### src/rtl/parity_rr_fifo.sv
// parity_rr_fifo: per-channel parity FIFOs drained round-robin onto one valid/grant port
package types_pkg;
    typedef enum logic {EVEN, ODD} parity_mode_e;
    typedef enum logic {MSB, LSB} parity_pos_e;
endpackage

module parity_rr_fifo
    import types_pkg::*;
#(
    parameter int           DATA_WIDTH        = 8,
    parameter int           DEPTH             = 4,
    parameter int           NUM_CH            = 2,
    parameter parity_mode_e PARITY_MODE       = EVEN,
    parameter parity_pos_e  PARITY_BIT_CHOICE = MSB
) (
    input logic            clk,
    input logic            reset_n,
    parity_rr_fifo_if.slave bus
);
    localparam int AW = $clog2(DEPTH);
    localparam int LW = AW + 1;
    localparam int CW = NUM_CH > 1 ? $clog2(NUM_CH) : 1;
    localparam int W  = DATA_WIDTH + 1;

    logic [W-1:0]      head [NUM_CH];
    logic [NUM_CH-1:0] ne;
    logic [CW-1:0]     rr, pick, k, sel, held_ch;
    logic              held, pop;

    // Words are stored already encoded, so the read side is a plain mux.
    function automatic logic [W-1:0] encode(input logic [DATA_WIDTH-1:0] d);
        logic p;
        p = (^d) ^ (PARITY_MODE == ODD);
        return PARITY_BIT_CHOICE == MSB ? {p, d} : {d, p};
    endfunction

    for (genvar c = 0; c < NUM_CH; c++) begin : g_ch
        logic [W-1:0]  mem [DEPTH];
        logic [LW-1:0] wr, rd, lvl;
        logic          push, pop_c;
        assign lvl                       = wr - rd;
        assign ne[c]                     = wr != rd;
        assign head[c]                   = mem[rd[AW-1:0]];
        assign bus.push_grant_o[c]       = lvl != LW'(DEPTH);
        assign bus.level_o[c*LW +: LW]   = lvl;
        assign push                      = bus.push_valid_i[c] & bus.push_grant_o[c];
        assign pop_c                     = pop & (sel == CW'(c));
        // Pointer pair with wrap bit; push and pop may both advance in one cycle.
        always_ff @(posedge clk or negedge reset_n) begin
            if (!reset_n) begin
                wr <= '0;
                rd <= '0;
            end else begin
                wr <= wr + LW'(push);
                rd <= rd + LW'(pop_c);
            end
        end
        // Storage is never reset; stale contents are unreachable once pointers clear.
        always_ff @(posedge clk) begin
            if (push) mem[wr[AW-1:0]] <= encode(bus.push_data_i[c*DATA_WIDTH +: DATA_WIDTH]);
        end
    end

    // Scan from highest offset down so the first non-empty channel at or after rr wins.
    always_comb begin
        pick = '0;
        k    = '0;
        for (int i = NUM_CH - 1; i >= 0; i--) begin
            k    = CW'((int'(rr) + i) % NUM_CH);
            pick = ne[k] ? k : pick;
        end
    end

    assign sel         = held ? held_ch : pick;
    assign pop         = bus.valid_o & bus.grant_i;
    assign bus.valid_o = ne[sel];
    assign bus.data_o  = bus.valid_o ? head[sel] : '0;
    assign bus.ch_o    = sel;

    // Freeze the selection while a word is offered but not taken; advance rr past each popped channel.
    always_ff @(posedge clk or negedge reset_n) begin
        if (!reset_n) begin
            rr      <= '0;
            held    <= 1'b0;
            held_ch <= '0;
        end else begin
            held    <= bus.valid_o & ~bus.grant_i;
            held_ch <= sel;
            if (pop) rr <= (sel == CW'(NUM_CH - 1)) ? '0 : sel + CW'(1);
        end
    end
endmodule

### src/rtl/parity_rr_fifo_if.sv
// parity_rr_fifo_if: push channels, arbitrated output port and occupancy of the parity round-robin FIFO
interface parity_rr_fifo_if #(
    parameter int DATA_WIDTH = 8,
    parameter int DEPTH      = 4,
    parameter int NUM_CH     = 2
);
    localparam int CW = NUM_CH > 1 ? $clog2(NUM_CH) : 1;
    localparam int LW = $clog2(DEPTH) + 1;
    logic [NUM_CH-1:0]            push_valid_i;
    logic [NUM_CH*DATA_WIDTH-1:0] push_data_i;
    logic [NUM_CH-1:0]            push_grant_o;
    logic                         valid_o;
    logic [DATA_WIDTH:0]          data_o;
    logic [CW-1:0]                ch_o;
    logic                         grant_i;
    logic [NUM_CH*LW-1:0]         level_o;
    modport master (
        output push_valid_i, push_data_i, grant_i,
        input  push_grant_o, valid_o, data_o, ch_o, level_o
    );
    modport slave (
        input  push_valid_i, push_data_i, grant_i,
        output push_grant_o, valid_o, data_o, ch_o, level_o
    );
endinterface

### src/flat_wrapper.sv
// flat-port wrapper written by rule: the top's interface ports become plain ports
module parity_rr_fifo_flat import types_pkg::*;
#(
    parameter int           DATA_WIDTH        = 8,
    parameter int           DEPTH             = 4,
    parameter int           NUM_CH            = 2,
    parameter parity_mode_e PARITY_MODE       = EVEN,
    parameter parity_pos_e  PARITY_BIT_CHOICE = MSB
)
  (clk, reset_n, bus_push_valid_i, bus_push_data_i, bus_grant_i, bus_push_grant_o, bus_valid_o, bus_data_o, bus_ch_o, bus_level_o);
  parity_rr_fifo_if #(.DATA_WIDTH(DATA_WIDTH), .DEPTH(DEPTH), .NUM_CH(NUM_CH)) bus_i ();
  input logic clk;
  input logic reset_n;
  input wire logic [$bits(bus_i.push_valid_i)-1:0] bus_push_valid_i;
  input wire logic [$bits(bus_i.push_data_i)-1:0] bus_push_data_i;
  input wire logic [$bits(bus_i.grant_i)-1:0] bus_grant_i;
  output wire logic [$bits(bus_i.push_grant_o)-1:0] bus_push_grant_o;
  output wire logic [$bits(bus_i.valid_o)-1:0] bus_valid_o;
  output wire logic [$bits(bus_i.data_o)-1:0] bus_data_o;
  output wire logic [$bits(bus_i.ch_o)-1:0] bus_ch_o;
  output wire logic [$bits(bus_i.level_o)-1:0] bus_level_o;
  assign bus_i.push_valid_i = bus_push_valid_i;
  assign bus_i.push_data_i = bus_push_data_i;
  assign bus_i.grant_i = bus_grant_i;
  assign bus_push_grant_o = bus_i.push_grant_o;
  assign bus_valid_o = bus_i.valid_o;
  assign bus_data_o = bus_i.data_o;
  assign bus_ch_o = bus_i.ch_o;
  assign bus_level_o = bus_i.level_o;
  parity_rr_fifo #(.DATA_WIDTH(DATA_WIDTH), .DEPTH(DEPTH), .NUM_CH(NUM_CH), .PARITY_MODE(PARITY_MODE), .PARITY_BIT_CHOICE(PARITY_BIT_CHOICE)) u_core (.clk(clk), .reset_n(reset_n), .bus(bus_i));
endmodule
### config.mk
export PLATFORM = sky130hd
export DESIGN_NAME = parity_rr_fifo_flat
export DESIGN_NICKNAME = d
export VERILOG_FILES = /design/src/rtl/parity_rr_fifo.sv /design/src/rtl/parity_rr_fifo_if.sv /design/src/flat_wrapper.sv
export SDC_FILE = /design/constraint.sdc
export NUM_CORES = 1
export LEC_CHECK = 0
export BUFFER_PORTS_ARGS = -buffer_cell sky130_fd_sc_hd__buf_2
export CAP_MARGIN = 10
export CORE_MARGIN = 2
export CORE_UTILIZATION = 55
export CTS_CLUSTER_SIZE = 40
export DETAILED_ROUTE_END_ITERATION = 8
export PLACE_DENSITY = 0.75
export SLEW_MARGIN = 20
export SYNTH_ARGS = -nofsm -noshare
export SYNTH_HDL_FRONTEND = slang
export SYNTH_SLANG_ARGS = --single-unit
### constraint.sdc
create_clock -name clk -period 4.1 [get_ports clk]
set_clock_uncertainty 0.15 [all_clocks]
set_input_delay 0.41 -clock clk [delete_from_list [all_inputs] [get_ports clk]]
set_output_delay 0.41 -clock clk [all_outputs]
set_load 0.02 [all_outputs]
Yosys cells after proc, flatten, opt, wreduce, memory -nomap -nowiden
Memory sizes are Yosys's and may differ from the RTL's. Cells that the tools add are included.

Bits of input ports: 21. Memory bits (writable): 72. Register bits after elaboration: 15. Word-level logic and storage cells: 54. Memories kept: 2.

Add/subtract/negate cells: 8. Muxes and demuxes: 18. Order comparisons: 4. Eq/ne operators: 4. Reduce and logical (&&, ||, !) cells: 2. Bitwise gates (word level): 9.

Memories: u_core.g_ch[0].mem (depth 4, bits a word 9, read ports 1, clocked after memory_dff 0, write ports 1, RTL line parity_rr_fifo.sv:38) `logic [W-1:0] mem [DEPTH];`; u_core.g_ch[1].mem (depth 4, bits a word 9, read ports 1, clocked after memory_dff 0, write ports 1, RTL line parity_rr_fifo.sv:38).

Operators with widths (count): 9-bit 2-to-1 mux (4); 8-bit XOR reduction (2); 1-bit 2-to-1 mux (14); 3-bit by 1-bit adder with 3-bit output (4); 1-bit AND (6); 1-bit by 2-bit < comparator with 1-bit output, second input constant (3); 3-bit != test (2); 3-bit != test, second input constant (2); 3-bit subtractor (2); 1-bit adder, second input constant (2); 2-bit >= comparator, second input constant (1); 1-bit NOT (2); 1-bit NOT with 2-bit output (1).

Logic depth before layout (Yosys ltp)
Gate-level depths: netlist (run 1).

Word-level depth: 11. Mapped depth: 12. Gate-level depth less buffers: 10.

Least setup slack after synthesis (run 1)
OpenSTA, ideal clock, no wires.

Path type: reg2reg. Start point: reg u_core.g_ch[0].wr[0]. End point: mem u_core.g_ch[0].mem[0][0] (netlist name) (enable). Path slack: 1.142 ns. Cell stages (with the launch flop): 8. Data arrival time: 2.422 ns. Path buffers: 0. Clock period less this slack: 2.958 ns. Library setup time: 0.387 ns. Path through: dfrtp_1 -> inv_1 -> ha_1 -> fa_1 -> xor3_4 -> nand3_1 -> nand2_1 -> nor3_1.

Word-level cells in the longest chain between the ends: 5.

RTL lines: start, declared (RTL line parity_rr_fifo.sv:39) `logic [LW-1:0] wr, rd, lvl;`; start signal, assigned (RTL line parity_rr_fifo.sv:54) `wr <= wr + LW'(push);`; 3-bit subtractor (RTL line parity_rr_fifo.sv:41) `assign lvl = wr - rd;`; via bus_level_o[2] (RTL line flat_wrapper.sv:21) `output wire logic [$bits(bus_i.level_o)-1:0] bus_level_o;`; 3-bit != test (RTL line parity_rr_fifo.sv:44) `assign bus.push_grant_o[c] = lvl != LW'(DEPTH);`; via bus_push_grant_o[0] (RTL line flat_wrapper.sv:17) `output wire logic [$bits(bus_i.push_grant_o)-1:0] bus_push_grant_o;`; 1-bit AND (RTL line parity_rr_fifo.sv:46) `assign push = bus.push_valid_i[c] & bus.push_grant_o[c];`; 1-bit 2-to-1 mux (RTL line parity_rr_fifo.sv:60) `if (push) mem[wr[AW-1:0]] <= encode(bus.push_data_i[c*DATA_WIDTH +: DATA_WIDTH]);`; 1-bit 2-to-1 mux (implied by the code) (RTL line parity_rr_fifo.sv:60); end, declared (RTL line parity_rr_fifo.sv:38).

The timed path passes the listed nets, and every way through them passes these cells.

Final worst setup path (run 1)
Start point: reg u_core.g_ch[1].rd[1]. End point: out bus_data_o[6].

Word-level cells in the longest chain between the ends: 11.

RTL lines: start, declared (RTL line parity_rr_fifo.sv:39); start signal, assigned (RTL line parity_rr_fifo.sv:55) `rd <= rd + LW'(pop_c);`; 3-bit != test (RTL line parity_rr_fifo.sv:42) `assign ne[c] = wr != rd;`; 1-bit 2-to-1 mux (implied by the code) (2 in series) (RTL line parity_rr_fifo.sv:70) `pick = ne[k] ? k : pick;`; 1-bit 2-to-1 mux (2 in series) (RTL line parity_rr_fifo.sv:70); 1-bit 2-to-1 mux (RTL line parity_rr_fifo.sv:74) `assign sel = held ? held_ch : pick;`; 1-bit NOT with 2-bit output (implied by the code) (RTL line parity_rr_fifo.sv:77) `assign bus.data_o = bus.valid_o ? head[sel] : '0;`; 9-bit 2-to-1 mux (implied by the code) (3 in series) (RTL line parity_rr_fifo.sv:77); 9-bit 2-to-1 mux * (RTL line parity_rr_fifo.sv:77); end, declared (RTL line flat_wrapper.sv:19) `output wire logic [$bits(bus_i.data_o)-1:0] bus_data_o;`.

Mark *: on every way between the ends. The rest lies on a longest branch, timed or not. The select of a mux whose other input is x is not followed.

==> flow_summary.toml, run 1 <==
[floorplan]
die_area_mm2 = 0.007630
die_w_um = 87.35
fp.coreArea_mm2 = 0.006756
num_rows = 30
dieHeight_um = 87.35
num_io_pins = 40
initial_core_util_pct = 56.56

[finish]
drive_above_1_share_pct = 31.29
antenna_cells = 0
final_util_pct = 64.28
final_nets = 308
design_area_mm2 = 0.004343
syn_to_final_growth_pct = 13.65

[timing]
final.period_utilization_pct = 79.31
grt_setup_unrepaired = "no"
hold_viol = 0
setup_tns_ns = 0
max_slew.worst_pin.slew_ns = 0.6246
setup_viol = 0
fmax_ghz = 0.3075
drv_slew = 0
postLayoutSetupSlackWorst_ns = 0.8483
period_needed_ns = 3.252
maxSlewHeadroom_pct = 58.36

[routing]
vias = 2067
drcViolationCount = 0
vias_per_cell = 5.774
drt-initial-drc-count = 106
drt_first_pass_iters = 4
wire_per_inst_um = 18.32
ant_nets = 0
wirelength_um = 6559

[synthesis]
avgSynthCellArea_um2 = 17.37
synth-async-reset-ratio_pct = 17.24
synth_most_common_cell = "edfxtp_1"
synth_area_mm2 = 0.003821
syn_inst = 220
yosys_warnings = 0
ys_seq_elements = 87
yosys.cell_types.count = 35
synth_edf_count = 72
synth_top_cell_area_share_pct = 56.58
ys.flop_type = "edfxtp_1"
yosysTopAreaCell = "edfxtp_1"
synth_common_cells = "edfxtp_1 (72), mux4_2 (18), dfrtp_1 (15)"
syn_nets = 255
synthTopCellsByArea = "edfxtp_1 (57%), mux4_2 (11%), dfrtp_1 (9.8%)"
ys_seq_area_share_pct = 66.40

[worst_setup_path]
cp_max_fo = 12
slowest_stage = "dfrtp_1"
crit_type = "flop to output port"
max_stage_delay_ns = 0.70
required_ns = 3.54
crit_chain = "inv_1, ha_1, nand2_1, o21bai_1, o211ai_1, a21oi_1, buf_2"
cp.arrival_ns = 2.69
start_kind = "flop"
end_kind = "output port"

[placed_design]
hpwl_um = 4651
post_dp_cell_area_mm2 = 0.004139
portBuffers = 39
place.gp.congestion = 0.7884
dp_slack_ns = 1.235

[clocking]
ctsResizeCount = 0
clk_pin_slew_ns = 0.08
cts_setup_buffers = 0
cts_root_buf = "clkbuf_8"
cts_buffers = 9
clock_latency_ns = 0.35
htreeDepth = 3
cts.sinks = 87
clk_path_buf_depth = 2
tritoncts = "yes"

[global_routing]
grt.total_usage_pct = 18.61
antenna_found_initial = 0
grt_overflow_total = 0
grt_pass1_wl_um = 10300
grt_pass1_vias = 1978
grt_max_degree = 16

[worst_hold_path]
hp-class = "primary input to flop"

[run]
cap_violations = 0

[run_status]
status = "finished, final reports clean"
## worst paths after layout
path                                       from                   end  slack, ns  cells after the start
setup / recovery           u_core.g_ch[1].rd[1]         bus_data_o[6]       0.85                      7
hold / removal                      bus_grant_i           u_core.held       0.08                      2
setup reg to reg           u_core.g_ch[1].rd[0]  u_core.g_ch[1].wr[2]       1.45                      9
hold reg to reg            u_core.g_ch[1].rd[2]  u_core.g_ch[1].rd[2]       0.38                      1
max in group asynchronous               reset_n  u_core.g_ch[0].wr[0]       3.19                      2
min in group asynchronous               reset_n  u_core.g_ch[1].rd[0]       0.35                      2
## final cells by class
cell class | count | area (um^2)
Sequential cell | 87 | 2537
Fill cell | 470 | 2414
Multi-Input combinational cell | 112 | 1186
Timing Repair Buffer | 49 | 272.8
Clock buffer | 9 | 123.9
Tap cell | 80 | 100.1
Clock inverter | 7 | 70.07
Inverter | 14 | 52.55
## layout by cell type (no fill, tap or decap), drive strengths merged
| cell | instances |
|---|---|
| a21oi | 9 |
| a311o | 1 |
| a31oi | 1 |
| and4 | 1 |
| buf | 48 |
| bufinv | 1 |
| clkbuf | 9 |
| clkinv | 2 |
| clkinvlp | 2 |
| dfrtp | 15 |
| dlygate4sd3 | 1 |
| edfxtp | 72 |
| fa | 2 |
| ha | 12 |
| inv | 16 |
| mux2 | 1 |
| mux4 | 18 |
| nand2 | 5 |
| nand2b | 1 |
| nand3 | 12 |
| nand3b | 1 |
| nand4 | 2 |
| nor2 | 3 |
| nor2b | 1 |
| nor3 | 8 |
| o211ai | 9 |
| o21bai | 1 |
| o31a | 1 |
| or3 | 1 |
| xnor2 | 13 |
| xor2 | 7 |
| xor3 | 2 |
## cells by family after synthesis
| kind of cell | count (synthesis) | share of synthesized area [%] |
|---|---|---|
| compound gates | 22 | 3.962 |
| xor+xnor | 22 | 6.123 |
| fa+ha+maj | 14 | 4.977 |
| buf+inv | 21 | 2.554 |
| flops | 87 | 66.40 |
| mux | 19 | 10.90 |
| simple gates | 35 | 5.076 |
## worst max-delay path, delay by kind of cell, from the launching register on
family | cells | cell delay, ns
buffers and inverters | 2 | 0.32
adder cells (fa/ha/maj) | 1 | 0.31
AO/OA/AOI/OAI | 3 | 0.93
flip-flops | 1 | 0.70
AND/OR/NAND/NOR | 1 | 0.08
## sequential cells by signal, summed over array words and instances (netlist names)
name,cells
u_core.g_ch.mem,72
u_core.rr,1
u_core.held_ch,1
u_core.g_ch.wr,6
u_core.g_ch.rd,6
u_core.held,1
## layer usage
layer  vias up  wire length [um]  track usage, %
met5         -                 0               0
met4         0               118           8.392
met3         9               295           2.559
met2        63              2981           27.27
met1      1038              3163           27.99
li1        957                 -               -
## stage by stage
stage                     hold WS [ns]  instances
after floorplan               -0.03559        220
after CTS                      0.07143        358
after detailed placement        0.1957        341
after global routing           0.09281        358
final                          0.08238        358
after global placement          0.1860        341
## what timing repair did
item	in CTS	in global routing
setup endpoints to repair	0	0
hold buffers	1	0
endpoints found under the hold margin	15	0
Power of run 1 is left out: the tool's default activity adds up to more than one toggle a clock period on the data nets, which glitch-free logic cannot reach.
==> run 2, diff against run 1 <==
- clock period: 4.1 -> 3.3 ns (I/O delays scaled with it)
==> run 2 against run 1 <==
  * Sequential share of layout area down 0.86 points
  * First-iteration DRC count up 38%
  * Routed wire length up 9.5%
  * Clock-buffer cell count unchanged
  * Flip-flop and latch count unchanged
  * Critical path depth unchanged
  * Critical path type unchanged
  * Critical endpoint is now bus_data_o[5]
  * Largest cell class unchanged
  * Highest routed layer unchanged
==> flow_summary.toml, run 2 (synthesized netlist as in run 1, its figures left out) <==
[worst_hold_path]
min_path_cells = 1
hp-class = "primary input to flop"

[clocking]
clk_pin_slew_ns = 0.09
clock_latency_ns = 0.35
cts_setup_buffers = 0
cts.sinks = 87
clk_path_buf_depth = 2
cts_root_buf = "clkbuf_8"
tritoncts = "yes"
cts_buffers = 9
htreeDepth = 3

[floorplan]
fp.coreArea_mm2 = 0.006756
die_w_um = 87.35
dieHeight_um = 87.35
die_area_mm2 = 0.007630
num_io_pins = 40
num_rows = 30
initial_core_util_pct = 56.56

[timing]
hold_viol = 0
final.period_utilization_pct = 87.12
setup_viol = 0
maxSlewHeadroom_pct = 70.33
fmax_ghz = 0.3478
period_needed_ns = 2.875
drv_slew = 0
setup_tns_ns = 0
grt_setup_unrepaired = "no"
max_slew.worst_pin.slew_ns = 0.4436

[worst_setup_path]
max_stage_delay_ns = 0.41
slowest_stage = "dfrtp_1"
worst-path-buf-inv = 2
path_depth = 7
end_kind = "output port"
cp_max_fo = 11
required_ns = 2.82
ff2ff_path_depth = 8
start_kind = "flop"
crit_family = "simple AND/OR/NAND/NOR gates"
crit_type = "flop to output port"
crit_chain = "inv_1, ha_1, and4_1, nand3b_1, nand3_1, a21oi_1, buf_2"
cp.arrival_ns = 2.40

[routing]
vias = 2123
wirelength_um = 7179
drcViolationCount = 0
drt-initial-drc-count = 146
drt_first_pass_iters = 4
vias_per_cell = 5.848
ant_nets = 0
wire_per_inst_um = 19.78

[placed_design]
portBuffers = 39
dp_cells = 345
hpwl_um = 4884
place.gp.congestion = 0.8375

[global_routing]
grt_pass1_wl_um = 11530
grt.total_usage_pct = 21.03
grt_max_degree = 16
antenna_found_initial = 0
grt_overflow_total = 0
grt_pass1_vias = 2165

[finish]
final_common_cell = "edfxtp_1"
syn_to_final_growth_pct = 15.36
instances_no_fill = 363
final_util_pct = 65.24
final_cell_mix = "edfxtp_1 (72), buf_2 (39), mux4_2 (18)"
largest_reg_flops = 72
final_nets = 313
drive_above_1_share_pct = 32.86
antenna_cells = 0

[run]
cap_violations = 0

[run_status]
status = "finished, final reports clean"
## run 2: cell types whose count changed in the layout (fill, tap and decap cells not counted)
cell           before  now
buf_4               9   13
clkinv_1            2    0
clkinv_2            0    2
bufinv_16           1    2
clkinvlp_4          2    1
dlygate4sd3_1       1    2
## run 2: worst register-to-register path: stages (launching register included)
cell	delay (ns)
dfrtp_1	0.41
inv_1	0.09
ha_1	0.20
fa_1	0.39
xor3_4	0.33
nand3_1	0.13
nand2_1	0.12
nor3_1	0.17
buf_4	0.24
## run 2: path summary, 6_finish.rpt
kind | from | endpoint | slack [ns]
setup reg to reg | u_core.g_ch[0].wr[0] | u_core.g_ch[0].mem[3][6] | 0.78
min in group asynchronous | reset_n | u_core.g_ch[1].rd[2] | 0.26
max in group asynchronous | reset_n | u_core.g_ch[1].wr[0] | 2.47
hold / removal | bus_push_data_i[6] | u_core.g_ch[0].mem[0][6] | 0.06
hold reg to reg | u_core.g_ch[1].rd[2] | u_core.g_ch[1].rd[2] | 0.36
setup / recovery | u_core.g_ch[0].wr[0] | bus_data_o[5] | 0.42
## run 2: routing by layer
| metal | track usage, % | vias up | part of all wire, % |
|---|---|---|---|
| met5 | 0 | - | 0 |
| met4 | 8.811 | 0 | 2.1 |
| met3 | 4.265 | 12 | 6.2 |
| met2 | 30.99 | 82 | 47 |
| met1 | 30.86 | 1062 | 44 |
| li1 | - | 967 | - |
## run 2: timing repair
item | 4_1_cts | 5_1_grt
gates resized for setup | 0 | 0
setup endpoints to repair | 0 | 0
hold buffers | 2 | 0
endpoints found under the hold margin | 16 | 0
## run 2: through the flow
step	instance area (um^2)	worst slack [ns]	hold WS (ns)
finish	4408	0.4249	0.06125
global route	4408	0.2289	0.05691
CTS	4408	0.4177	0.04713
detailed placement	4169	0.8247	0.1158
global placement	4169	0.9075	0.1140
floorplan	3821	0.3416	-0.1156
## run 2: area by class of cell
class	instances	area (um^2)
sequential	87	2537
timing repair buffer	54	312.8
multi-input combinational	112	1186
inverter	14	52.55
clock inverter	7	95.09
tap	80	100.1
fill	506	2349
clock buffer	9	123.9
Power of run 2 is left out for the same reason.
